--- src/rtl/if_id_elastic.sv ---
// IF/ID pipeline register with valid/ready handshakes on both sides.
// A 2-entry skid buffer (main + skid) keeps up_ready registered while
// sustaining one transfer per cycle under decode backpressure. A synchronous
// flush squashes every held entry for branch/redirect.
// Optional macro IF_ID_PERF_EN adds saturating stall/bubble counters.
module if_id_elastic #(
  parameter int              PC_W     = 16,
  parameter int              IR_W     = 16,
  parameter logic [PC_W-1:0] FLUSH_PC = '0
) (
  input  logic            clk,
  input  logic            rst_n,
  input  logic            up_valid,
  output logic            up_ready,
  input  logic [PC_W-1:0] pc_in,
  input  logic [IR_W-1:0] ir_in,
  output logic            dn_valid,
  input  logic            dn_ready,
  input  logic            flush,
  output logic [PC_W-1:0] pc_out,
  output logic [3:0]      opcode,
  output logic [2:0]      dest,
  output logic [2:0]      src1,
  output logic [2:0]      src2,
  output logic [10:0]     ir_10_0
`ifdef IF_ID_PERF_EN
  ,
  output logic [31:0]     stall_cnt,
  output logic [31:0]     bubble_cnt
`endif
);

  typedef enum logic [1:0] {
    ST_EMPTY = 2'd0,
    ST_ONE   = 2'd1,
    ST_FULL  = 2'd2
  } state_e;

  state_e          state_q, state_d;
  logic            up_ready_q, up_ready_d;
  logic            dn_valid_q, dn_valid_d;
  logic [PC_W-1:0] main_pc_q, main_pc_d;
  logic [IR_W-1:0] main_ir_q, main_ir_d;
  logic [PC_W-1:0] skid_pc_q, skid_pc_d;
  logic [IR_W-1:0] skid_ir_q, skid_ir_d;
  logic            push;
  logic            pop;

  assign push = up_valid & up_ready_q;
  assign pop  = dn_valid_q & dn_ready;

  // Next-state and datapath selection for the skid buffer.
  always_comb begin
    // NOTE: every signal gets a default first so no path can infer a latch.
    state_d   = state_q;
    main_pc_d = main_pc_q;
    main_ir_d = main_ir_q;
    skid_pc_d = skid_pc_q;
    skid_ir_d = skid_ir_q;

    if (flush) begin
      state_d   = ST_EMPTY;
      main_pc_d = FLUSH_PC;
      main_ir_d = '0;
    end else begin
      unique case (state_q)
        ST_EMPTY: begin
          if (push) begin
            main_pc_d = pc_in;
            main_ir_d = ir_in;
            state_d   = ST_ONE;
          end
        end
        ST_ONE: begin
          if (push && pop) begin
            main_pc_d = pc_in;
            main_ir_d = ir_in;
          end else if (push) begin
            skid_pc_d = pc_in;
            skid_ir_d = ir_in;
            state_d   = ST_FULL;
          end else if (pop) begin
            main_pc_d = FLUSH_PC;
            main_ir_d = '0;
            state_d   = ST_EMPTY;
          end
        end
        ST_FULL: begin
          if (pop) begin
            main_pc_d = skid_pc_q;
            main_ir_d = skid_ir_q;
            state_d   = ST_ONE;
          end
        end
        default: begin
          state_d   = ST_EMPTY;
          main_pc_d = FLUSH_PC;
          main_ir_d = '0;
        end
      endcase
    end

    // Handshake flags are derived from the next state so they can be registered.
    up_ready_d = (state_d != ST_FULL);
    dn_valid_d = (state_d != ST_EMPTY);
  end

  // Control state and head entry, with synchronous reset.
  always_ff @(posedge clk) begin
    // NOTE: sequential state uses non-blocking assignments only.
    if (!rst_n) begin
      state_q    <= ST_EMPTY;
      up_ready_q <= 1'b1;
      dn_valid_q <= 1'b0;
      main_pc_q  <= FLUSH_PC;
      main_ir_q  <= '0;
    end else begin
      state_q    <= state_d;
      up_ready_q <= up_ready_d;
      dn_valid_q <= dn_valid_d;
      main_pc_q  <= main_pc_d;
      main_ir_q  <= main_ir_d;
    end
  end

  // Skid payload storage.
  always_ff @(posedge clk) begin
    // NOTE: skid data is only read in FULL, so it is deliberately left unreset.
    skid_pc_q <= skid_pc_d;
    skid_ir_q <= skid_ir_d;
  end

  assign up_ready = up_ready_q;
  assign dn_valid = dn_valid_q;
  assign pc_out   = main_pc_q;
  assign opcode   = main_ir_q[15:12];
  assign dest     = main_ir_q[11:9];
  assign src1     = main_ir_q[8:6];
  assign src2     = main_ir_q[2:0];
  assign ir_10_0  = main_ir_q[10:0];

`ifdef IF_ID_PERF_EN
  logic [31:0] stall_q, stall_d;
  logic [31:0] bubble_q, bubble_d;

  // Saturating stall/bubble counters; flush leaves them untouched.
  always_comb begin
    stall_d  = stall_q;
    bubble_d = bubble_q;
    if (dn_valid_q && !dn_ready && (stall_q != 32'hFFFF_FFFF)) begin
      stall_d = stall_q + 32'd1;
    end
    if (!dn_valid_q && dn_ready && (bubble_q != 32'hFFFF_FFFF)) begin
      bubble_d = bubble_q + 32'd1;
    end
  end

  // Counter registers.
  always_ff @(posedge clk) begin
    if (!rst_n) begin
      stall_q  <= '0;
      bubble_q <= '0;
    end else begin
      stall_q  <= stall_d;
      bubble_q <= bubble_d;
    end
  end

  assign stall_cnt  = stall_q;
  assign bubble_cnt = bubble_q;
`endif

endmodule

--- config.mk ---
export PLATFORM = sky130hd
export DESIGN_NAME = if_id_elastic
export DESIGN_NICKNAME = d
export VERILOG_FILES = /design/src/rtl/if_id_elastic.sv
export SDC_FILE = /design/constraint.sdc
export NUM_CORES = 1
export LEC_CHECK = 0
export ABC_AREA = 1
export CAP_MARGIN = 10
export CORE_UTILIZATION = 35
export CTS_CLUSTER_DIAMETER = 100
export DETAILED_ROUTE_END_ITERATION = 10
export GPL_ROUTABILITY_DRIVEN = 0
export GPL_TIMING_DRIVEN = 0
export PLACE_DENSITY = 0.6
export SYNTH_ARGS = -nofsm -noshare
export SYNTH_HDL_FRONTEND = slang
export SYNTH_SLANG_ARGS = --single-unit
--- constraint.sdc ---
create_clock -name clk -period 3.39 [get_ports clk]
set_input_delay 0.339 -clock clk [delete_from_list [all_inputs] [get_ports clk]]
set_output_delay 0.339 -clock clk [all_outputs]
set_load 0.01 [all_outputs]
==> metrics.log, run 1 <==
INFO  metric critical_path_source_type = register
INFO  metric fin_worst_skew = about 0.008 ns
INFO  metric drt-wirelength-per-cell = ~14 µm
INFO  metric numClockSinks = a little under 70
INFO  metric hold_slack = between 0.4 and 0.5 ns
INFO  metric floorplan.io_pins = 79
INFO  metric outcome = completed
INFO  metric post_cts_resized = 0
INFO  metric route.final.wire_length = slightly below 8000 µm
INFO  metric dp_slack = around 0.76 ns
INFO  metric cts-hold-fix-buffers = 0
INFO  metric setup.worst_path.end_class = register
INFO  metric maximum_level_of_the_cts_h_tree = 3
INFO  metric yosys.cell_types.count = 16
INFO  metric max_slew.worst_pin.slew = about 0.96 ns
INFO  metric tritoncts = built
INFO  metric final_design_area_no_fill = approximately 0.0041 mm²
INFO  metric worst_max_slew_margin_expressed_relative_to_the_limit = approximately 35%
INFO  metric max_freq = 0.446 GHz
INFO  metric number_of_synthesized_flops_with_an_enable_pin = 32
INFO  metric arrival = 2.30 ns
INFO  metric synthFlopType = sky130_fd_sc_hd__dfxtp_1
INFO  metric syn_avg_cell_area = about 8.5 µm²
INFO  metric place.detailed.hpwl = 5340 µm
INFO  metric power.ir.vdd_worst = 0.233 mV
INFO  metric instances_no_fill = about 560
INFO  metric synth_sequential_area_ratio = roughly 56%
INFO  metric clk_transition_reported_paths = around 0.070 ns
INFO  metric clkLatencyLatePin = roughly 0.35 ns
INFO  metric finish.utilization = between 50% and 60%
INFO  metric grt_max_degree = 13
INFO  metric layout_commonest_cell = sky130_fd_sc_hd__nand2_1
INFO  metric first_global_vias = between 2,000 and 3,000
INFO  metric detail_route.vias_per_cell = about 4.9
INFO  metric post-route-worst-setup-slack = around 1.2 ns
INFO  metric cts_setup_buffers = 0
INFO  metric critPathMaxFanout = 12
INFO  metric synth_cells = between 300 and 400
INFO  metric globalRouteTotalUtil = between 10% and 20%
INFO  metric data_required_time_of_the_critical_path = between 3 and 4 ns
INFO  metric area_delta_synth_final = 38.1%
INFO  metric synth_async_sr_flop_share = 0%
INFO  metric rsz0062_at_grt = no
INFO  metric port_buffers = 78
INFO  metric dp.cells = 539
INFO  metric period_share = roughly two thirds
INFO  metric regToRegSetupSlack = about 1.2 ns
INFO  metric postSynthNetCount = 391
INFO  metric grt_antenna_before_repair = 0
INFO  metric initial_core_util = 36.3%
INFO  metric detail_route.first_pass.iterations = 4
INFO  metric max-clock-path-buffers = 2
INFO  metric mostFrequentLayoutCells = 105 x sky130_fd_sc_hd__nand2_1, 100 x sky130_fd_sc_hd__nand3_1, 78 x sky130_fd_sc_hd__clkdlybuf4s50_1
INFO  metric drv.max_cap_violation_count = 0
INFO  metric timing.final.hold_violations = 0
INFO  metric globalRoute.totalOverflow = 0
INFO  metric cp_slowest_stage_delay = 0.74 ns
INFO  metric num_antenna_cells = 0
INFO  metric worst_hold_path_type = register to register
INFO  metric maxSlewViolCount = 0
INFO  metric design.final.nets = a little under 500
INFO  metric critical_path.cell_chain = inv_2 -> nor2_4 -> nand2_1 -> nor3_2 -> buf_6 -> buf_8
INFO  metric criticalPathCategory = register to register
INFO  metric detail_route.iter0.violations = around 110
INFO  metric ys.warnings.count = 0
INFO  metric post_synth_instance_area = 0.00299 mm²
INFO  metric design.core.area = ~0.0083 mm²
INFO  metric setup_viol = 0
INFO  metric cts-buffers-inserted = 9
INFO  metric critical_path.slowest_cell = sky130_fd_sc_hd__nor3_2
INFO  metric layout-drive-gt1-share = roughly 11%
INFO  metric route.vias.total = 2,737
INFO  metric leakagePower = ~1.6 nW
INFO  metric global_route_wire_length_before_repair = 12,700 µm
INFO  metric period_needed = around 2.2 ns
INFO  metric power.density = 429 mW/mm²
INFO  metric totalPowerFinal = 1.77 mW
INFO  metric die_height = 94.5 µm
INFO  metric post_synthesis_sequential_element_count = just under 70
INFO  metric placed_area = between 0.003 and 0.004 mm²
INFO  metric row_cnt = 33
INFO  metric clk_root_buffer_cell = sky130_fd_sc_hd__clkbuf_8
INFO  metric floorplan.die_area = around 0.009 mm²
INFO  metric ant_nets = 0
INFO  metric totalNegativeSetupSlack = 0 ns
INFO  metric drc = 0
INFO  metric die-width = 94.5 µm
## power breakdown
part | internal [mW] | switching (mW)
clock network | 0.348 | 0.312
logic | 0.109 | 0.116
registers | 0.878 | 0.00987
## critical path: cells and delay by family, from the launching register on
kind,cells,cell delay (ns)
and+or+nand+nor,3,1.00
buffers and inverters,3,0.51
DFF,1,0.42
## synthesized netlist by cell type (2+ instances only)
library cell | instances | area [µm²]
sky130_fd_sc_hd__inv_2 | 2 | 7.51
sky130_fd_sc_hd__nand3_1 | 100 | 500
sky130_fd_sc_hd__edfxtp_1 | 32 | 961
sky130_fd_sc_hd__clkbuf_1 | 6 | 22.5
sky130_fd_sc_hd__a21oi_1 | 32 | 160
sky130_fd_sc_hd__buf_2 | 18 | 90.1
sky130_fd_sc_hd__nor2_1 | 2 | 7.51
sky130_fd_sc_hd__dfxtp_1 | 36 | 721
sky130_fd_sc_hd__nand2_1 | 105 | 394
sky130_fd_sc_hd__inv_1 | 7 | 26.3
sky130_fd_sc_hd__nand2_2 | 2 | 12.5
sky130_fd_sc_hd__buf_4 | 8 | 60.1
## per-layer routing
metal | global-route usage [%] | share of wire (%) | vias to the layer above
met5 | 0 | 0 | -
met4 | 9.72 | 2.3 | 0
met1 | 23.7 | 45 | 1259
li1 | - | - | 1376
met3 | 3.86 | 6.1 | 15
met2 | 30.6 | 46 | 87
## worst paths after layout
| kind | from | end | cells past startpoint |
|---|---|---|---|
| max | state_q[0] | skid_pc_q[11] | 6 |
| min | pc_out[3] | pc_out[3] | 2 |
| max reg2reg | state_q[0] | skid_pc_q[11] | 6 |
| min reg2reg | pc_out[3] | pc_out[3] | 2 |
## logic make-up (layout without fill, tap and decap cells)
logic type / after synthesis / after routing / share of synthesized area, %
and+or+nand+nor: 212 / 212 / 31.3
DFF: 68 / 68 / 56.2
AOI/OAI and AO/OA: 33 / 33 / 5.64
buffers and inverters: 41 / 137 / 6.90
## layout make-up
cell class / instances / area [µm²]
Buffer: 32 / 173
Clock buffer: 13 / 180
Clock inverter: 3 / 16.3
Fill cell: 826 / 4120
Inverter: 9 / 33.8
Multi-Input combinational cell: 245 / 1110
Sequential cell: 68 / 1680
Tap cell: 105 / 131
Timing Repair Buffer: 80 / 807
## sequential cells by signal (all words and copies together), names as in the netlist
register,flops
pc_out,16
dn_valid,1
main_ir_q,16
skid_pc_q,16
state_q,2
up_ready,1
skid_ir_q,16
No activity file was read; power rests on OpenSTA's default activity.
==> run 2, diff against run 1 <==
Settings changed: PLACE_DENSITY 0.6 to 0.58.
Clock period 3.39 ns to 2.1 ns, I/O delays scaled along.
==> run 2 against run 1 <==
Worst hold slack got worse by 0.014 ns. Count of clock-buffer cells in the layout unchanged. Critical path depth decreased by 1. Flip-flop and latch count unchanged. Clock power up 62%. Cell area grew 0.18%. First-iteration DRC count fell by 12%. Maximum frequency up 16%. Via count down 0.33%. Global-route usage is 0.61 points lower. Die area did not move. Utilization is 0.091 points higher.
==> metrics.log, run 2 (same netlist as run 1, synthesis figures left out) <==
INFO  metric timing.final.hold_violations = 0 (unchanged)
INFO  metric detail_route.first_pass.iterations = 5 (+1)
INFO  metric drv.max_cap_violation_count = 0 (unchanged)
INFO  metric worst_max_slew_margin_expressed_relative_to_the_limit = 49.5% (+14 points)
INFO  metric globalRouteTotalUtil = 18.2% (-0.61 points)
INFO  metric power.ir.vdd_worst = 0.271 mV (+17%)
INFO  metric fillCellCount = 818 (-0.97%)
INFO  metric layout-drive-gt1-share = 11.1% (-0.20 points)
INFO  metric critical_path.cell_chain = inv_2 -> nor2_4 -> nand2_1 -> nor3_4 -> buf_16
INFO  metric regToRegSetupSlack = 0.17 ns (-0.98 ns)
INFO  metric holdPathEnd = state_q[0]
INFO  metric cts-hold-fix-buffers = 0 (unchanged)
INFO  metric route.vias.total = 2,728 (-0.33%)
INFO  metric instances_no_fill = 554 (-0.18%)
INFO  metric initial_core_util = 36.3% (unchanged)
INFO  metric max_freq = 0.519 GHz (+16%)
INFO  metric area_delta_synth_final = 38.3%
INFO  metric placed_area = 0.00395 mm² (+0.19%)
INFO  metric setup_viol = 0 (unchanged)
INFO  metric criticalPathCategory = register to register
INFO  metric clkLatencyLatePin = 0.35 ns (about the same)
INFO  metric grt_max_degree = 21 (+8)
INFO  metric dp_slack = -0.0587 ns (-0.823 ns)
INFO  metric critical_path_source_type = register
INFO  metric max-clock-path-buffers = 2 (unchanged)
INFO  metric worst_hold_path_type = primary input to register
INFO  metric tritoncts = built
INFO  metric dp.cells = 538 (-0.19%)
INFO  metric timing.critical_path.from = state_q[0]
INFO  metric globalRoute.totalOverflow = 0 (unchanged)
INFO  metric cts_setup_buffers = 0 (unchanged)
INFO  metric maximum_level_of_the_cts_h_tree = 3 (unchanged)
INFO  metric die-width = 94.5 µm (unchanged)
INFO  metric place.detailed.hpwl = 5290 µm (-0.92%)
INFO  metric power.density = 692 mW/mm² (+61%)
INFO  metric port_buffers = 78 (unchanged)
INFO  metric post-route-worst-setup-slack = 0.173 ns (-0.977 ns)
INFO  metric detail_route.iter0.violations = 100 (-12%)
INFO  metric post_cts_resized = 0 (unchanged)
INFO  metric num_antenna_cells = 0 (unchanged)
INFO  metric numClockSinks = 68 (unchanged)
INFO  metric worstReg2RegStart = state_q[0]
INFO  metric layout_commonest_cell = sky130_fd_sc_hd__nand2_1
INFO  metric sequential_cell_area = 0.00168 mm² (unchanged)
INFO  metric grt_antenna_before_repair = 0 (unchanged)
INFO  metric totalNegativeSetupSlack = 0 ns (unchanged)
INFO  metric max_slew.worst_pin.slew = 0.756 ns (-0.208 ns)
INFO  metric r2r-end = skid_ir_q[10]
INFO  metric worst_hold_path.num_cells = 3 (+1)
INFO  metric setup.worst_path.end_class = register
INFO  metric drt-wirelength-per-cell = 13.6 µm (-2.1%)
INFO  metric period_needed = 1.93 ns (-0.313 ns)
INFO  metric outcome = completed
INFO  metric arrival = 1.98 ns (-0.32 ns)
INFO  metric fin_worst_skew = 0.00878 ns (+0.000836 ns)
INFO  metric data_required_time_of_the_critical_path = 2.16 ns (-1.29 ns)
INFO  metric route.final.wire_length = 7530 µm (-2.3%)
INFO  metric timing.hold.worst.start = rst_n
INFO  metric r2r_cells = 5 (-1)
INFO  metric critPathMaxFanout = 20 (+8)
INFO  metric ant_nets = 0 (unchanged)
INFO  metric multi_input_area = 0.00112 mm² (+0.56%)
INFO  metric row_cnt = 33 (unchanged)
INFO  metric cts-buffers-inserted = 9 (unchanged)
INFO  metric design.core.area = 0.00826 mm² (unchanged)
INFO  metric die_height = 94.5 µm (unchanged)
INFO  metric period_share = 91.7% (+26 points)
INFO  metric worst_path_dominant_cell_family = simple AND/OR/NAND/NOR gates
INFO  metric final_design_area_no_fill = 0.00414 mm² (+0.18%)
INFO  metric clk_root_buffer_cell = sky130_fd_sc_hd__clkbuf_8
INFO  metric drc = 0 (unchanged)
INFO  metric floorplan.die_area = 0.00893 mm² (unchanged)
INFO  metric design.final.nets = 481 (-0.21%)
INFO  metric hold_slack = 0.472 ns (-0.0135 ns)
INFO  metric rsz0062_at_grt = no
INFO  metric detail_route.vias_per_cell = 4.92 (-0.15%)
INFO  metric critical_path_buf_inv_count = 2 (-1)
INFO  metric floorplan.io_pins = 79 (unchanged)
INFO  metric cp_slowest_stage_delay = 0.60 ns (-0.14 ns)
INFO  metric mostFrequentLayoutCells = 105 x sky130_fd_sc_hd__nand2_1, 100 x sky130_fd_sc_hd__nand3_1, 78 x sky130_fd_sc_hd__clkdlybuf4s50_1
INFO  metric totalPowerFinal = 2.86 mW (+62%)
INFO  metric first_global_vias = 2,448 (-7.1%)
INFO  metric critical_path.slowest_cell = sky130_fd_sc_hd__nor3_4
INFO  metric leakagePower = 1.59 nW (-0.24%)
INFO  metric maxSlewViolCount = 0 (unchanged)
INFO  metric finish.utilization = 50.2% (+0.091 points)
INFO  metric global_route_wire_length_before_repair = 12,200 µm (-3.3%)
INFO  metric clk_transition_reported_paths = 0.07 ns (about the same)
-- run 2: cell types whose count changed in the layout (fill, tap and decap cells not counted), sizes merged --
cell / change
buf: -1
-- run 2: final cells by class --
type	count	area share [%]
Sequential cell	68	40.6
Multi-Input combinational cell	245	27.0
Timing Repair Buffer	79	19.5
Clock buffer	13	4.35
Buffer	32	4.17
Tap cell	105	3.17
Inverter	9	0.816
Clock inverter	3	0.393
-- run 2: routing by layer --
metal | vias up | track usage (%) | routed length [µm]
met3 | 8 | 4.35 | 396
li1 | 1382 | - | -
met1 | 1260 | 25.3 | 3600
met4 | 0 | 6.82 | 104
met5 | - | 0 | 0
met2 | 78 | 27.4 | 3420
-- run 2: tightest hold or removal path, stage by stage --
cell and delay (ns):
sky130_fd_sc_hd__clkdlybuf4s50_1 0.42, sky130_fd_sc_hd__nand3_1 0.11, sky130_fd_sc_hd__inv_1 0.04
-- run 2: power by group --
part           internal (mW)  switching (mW)
sequential              1.42          0.0164
clock                  0.563           0.508
combinational          0.176           0.185
-- run 2: worst max path at each step --
stage | end | cells past startpoint
floorplan | skid_ir_q[0] | 4
global placement | skid_pc_q[8] | 5
detailed placement | skid_pc_q[8] | 6
global route | skid_ir_q[10] | 5
finish | skid_ir_q[10] | 5
CTS | skid_ir_q[10] | 5
==> run 3, diff against run 2 <==
--- a/config.mk
+++ b/config.mk
@@ -8,4 +8,5 @@
 export ABC_AREA = 1
 export CAP_MARGIN = 10
+export CORE_MARGIN = 2
 export CORE_UTILIZATION = 35
 export CTS_CLUSTER_DIAMETER = 100
==> constraint.sdc (replaced) <==
create_clock -name clk -period 2.1 [get_ports clk]
set_input_delay 0.42 -clock clk [delete_from_list [all_inputs] [get_ports clk]]
set_output_delay 0.42 -clock clk [all_outputs]
set_load 0.01 [all_outputs]
==> run 3 against run 2 <==
Sequential power about the same. Utilization up 0.44 points. Clock skew rose by 0.0032 ns. Critical path depth shrank 3. Cell count grew 0.36%. Global-route usage shrank 1.0 points. Cell area grew 0.88%. Worst setup slack better by 0.15 ns. Power up 5.1%. Wire length increased by 3.2%. Critical path type is now register to primary output.
==> metrics.log, run 3 (same netlist as run 1, synthesis figures left out) <==
INFO  metric outcome = completed
INFO  metric maxSlewViolCount = 0 (unchanged)
INFO  metric regToRegSetupSlack = 0.50 ns (+0.33 ns)
INFO  metric period_share = 84.4% (-7.4 points)
INFO  metric floorplan.die_area = 0.00931 mm² (+4.3%)
INFO  metric critical_path.slowest_cell = sky130_fd_sc_hd__clkdlybuf4s50_1
INFO  metric power.density = 721 mW/mm² (+4.2%)
INFO  metric clk_transition_reported_paths = 0.07 ns (about the same)
INFO  metric rsz0062_at_grt = no
INFO  metric post_cts_resized = 0 (unchanged)
INFO  metric maximum_level_of_the_cts_h_tree = 3 (unchanged)
INFO  metric grt_max_degree = 21 (unchanged)
INFO  metric period_needed = 1.77 ns (-0.155 ns)
INFO  metric worst_hold_path_type = register to register
INFO  metric num_antenna_cells = 0 (unchanged)
INFO  metric grt_antenna_before_repair = 0 (unchanged)
INFO  metric global_route_wire_length_before_repair = 12,000 µm (-2.3%)
INFO  metric die_height = 96.5 µm (+2.1%)
INFO  metric power.ir.vdd_worst = 0.313 mV (+15%)
INFO  metric clk_root_buffer_cell = sky130_fd_sc_hd__clkbuf_8
INFO  metric setup_viol = 0 (unchanged)
INFO  metric critical_path_source_type = register
INFO  metric drv.max_cap_violation_count = 0 (unchanged)
INFO  metric numClockSinks = 68 (unchanged)
INFO  metric route.vias.total = 2,722 (-0.22%)
INFO  metric max_slew.worst_pin.slew = 0.503 ns (-0.253 ns)
INFO  metric critical_path_buf_inv_count = 2 (unchanged)
INFO  metric setup.worst_path.end_class = primary output
INFO  metric totalPowerFinal = 3.01 mW (+5.1%)
INFO  metric row_cnt = 33 (unchanged)
INFO  metric fin_worst_skew = 0.0120 ns (+0.00324 ns)
INFO  metric place.detailed.hpwl = 5440 µm (+2.7%)
INFO  metric timing.final.hold_violations = 0 (unchanged)
INFO  metric leakagePower = 1.61 nW (+1.4%)
INFO  metric worst_max_slew_margin_expressed_relative_to_the_limit = 66.5% (+17 points)
INFO  metric criticalPathCategory = register to primary output
INFO  metric totalNegativeSetupSlack = 0 ns (unchanged)
INFO  metric route.final.wire_length = 7770 µm (+3.2%)
INFO  metric detail_route.first_pass.iterations = 4 (-1)
INFO  metric critical_path.cell_chain = buf_4 -> clkdlybuf4s50_1
INFO  metric first_global_vias = 2,481 (+1.3%)
INFO  metric worst_path_dominant_cell_family = buffers and inverters
INFO  metric drc = 0 (unchanged)
INFO  metric critPathMaxFanout = 3 (-85%)
INFO  metric cts-hold-fix-buffers = 0 (unchanged)
INFO  metric dp_slack = -0.273 ns (-0.214 ns)
INFO  metric detail_route.vias_per_cell = 4.90 (-0.58%)
INFO  metric data_required_time_of_the_critical_path = 1.68 ns (-0.48 ns)
INFO  metric design.final.nets = 483 (+0.42%)
INFO  metric layout_commonest_cell = sky130_fd_sc_hd__nand2_1
INFO  metric max-clock-path-buffers = 2 (unchanged)
INFO  metric max_freq = 0.564 GHz (+8.7%)
INFO  metric cp_slowest_stage_delay = 0.52 ns (-0.08 ns)
INFO  metric cts-buffers-inserted = 9 (unchanged)
INFO  metric clkLatencyLatePin = 0.35 ns (about the same)
INFO  metric detail_route.iter0.violations = 125 (+25%)
INFO  metric post-route-worst-setup-slack = 0.328 ns (+0.155 ns)
INFO  metric port_buffers = 78 (unchanged)
INFO  metric globalRoute.totalOverflow = 0 (unchanged)
INFO  metric die-width = 96.5 µm (+2.1%)
INFO  metric mostFrequentLayoutCells = 105 x sky130_fd_sc_hd__nand2_1, 100 x sky130_fd_sc_hd__nand3_1, 78 x sky130_fd_sc_hd__clkdlybuf4s50_1
INFO  metric ant_nets = 0 (unchanged)
INFO  metric tritoncts = built
INFO  metric initial_core_util = 36.3% (unchanged)
INFO  metric floorplan.io_pins = 79 (unchanged)
INFO  metric area_delta_synth_final = 39.5%
INFO  metric globalRouteTotalUtil = 17.2% (-1.0 points)
INFO  metric arrival = 1.35 ns (-0.63 ns)
INFO  metric layout-drive-gt1-share = 11.5% (+0.39 points)
INFO  metric drt-wirelength-per-cell = 14.0 µm (+2.8%)
INFO  metric design.core.area = 0.00826 mm² (unchanged)
==> run 3: changes by cell type in the layout (fill, tap and decap cells not counted) <==
cell	change
sky130_fd_sc_hd__clkinv_2	-2
sky130_fd_sc_hd__bufinv_16	+1
sky130_fd_sc_hd__buf_8	+1
sky130_fd_sc_hd__buf_16	-1
sky130_fd_sc_hd__clkbuf_8	+1
sky130_fd_sc_hd__buf_4	+2
==> run 3: worst paths after layout <==
kind | start | end | cells past startpoint
hold reg to reg | pc_out[14] | pc_out[14] | 2
hold / removal | pc_out[14] | pc_out[14] | 2
setup / recovery | main_ir_q[7] | src1[1] | 2
setup reg to reg | state_q[0] | skid_ir_q[6] | 5
==> run 3: layout make-up <==
class / count / area [µm²]
Fill cell: 836 / 4080
Multi-Input combinational cell: 245 / 1120
Clock buffer: 14 / 194
Clock inverter: 2 / 36.3
Tap cell: 105 / 131
Sequential cell: 68 / 1680
Buffer: 32 / 173
Timing Repair Buffer: 81 / 811
Inverter: 9 / 33.8
==> run 3: what timing repair did <==
action,CTS,global route
hold endpoints to repair,0,0
buffers inserted,0,2
endpoints found under the setup margin,0,20
==> run 3: per-layer routing <==
layer  wire [µm]  global-route usage (%)  vias to the layer above
met5           0                       0                        -
met3         452                    2.87                        6
li1            -                       -                     1381
met4          75                    8.22                        0
met2        3670                    27.4                       85
met1        3560                    22.7                     1250
==> run 3: stage by stage <==
| stage | util [%] | hold WS [ns] | cell area [µm²] | std cells |
|---|---|---|---|---|
| final | 50.6 | 0.482 | 4180 | 556 |
| after global routing | 50.6 | 0.507 | 4180 | 556 |
| after CTS | 50.4 | 0.486 | 4160 | 554 |
| after detailed placement | 47.6 | 0.475 | 3930 | 538 |
| after global placement | 47.4 | 0.471 | 3920 | 537 |
| after floorplan | - | 0.506 | 3010 | 354 |
==> run 3: worst register-to-register path: stages (launching register included) <==
cell	delay [ns]
sky130_fd_sc_hd__dfxtp_1	0.42
sky130_fd_sc_hd__inv_2	0.08
sky130_fd_sc_hd__nor2_4	0.17
sky130_fd_sc_hd__nand2_1	0.14
sky130_fd_sc_hd__nor3_4	0.25
sky130_fd_sc_hd__buf_4	0.25
==> run 3: power by group <==
group          total, mW  internal, mW  switching, mW
sequential          1.43          1.42         0.0171
clock               1.21         0.720          0.493
combinational      0.364         0.176          0.188
total               3.01          2.31          0.698
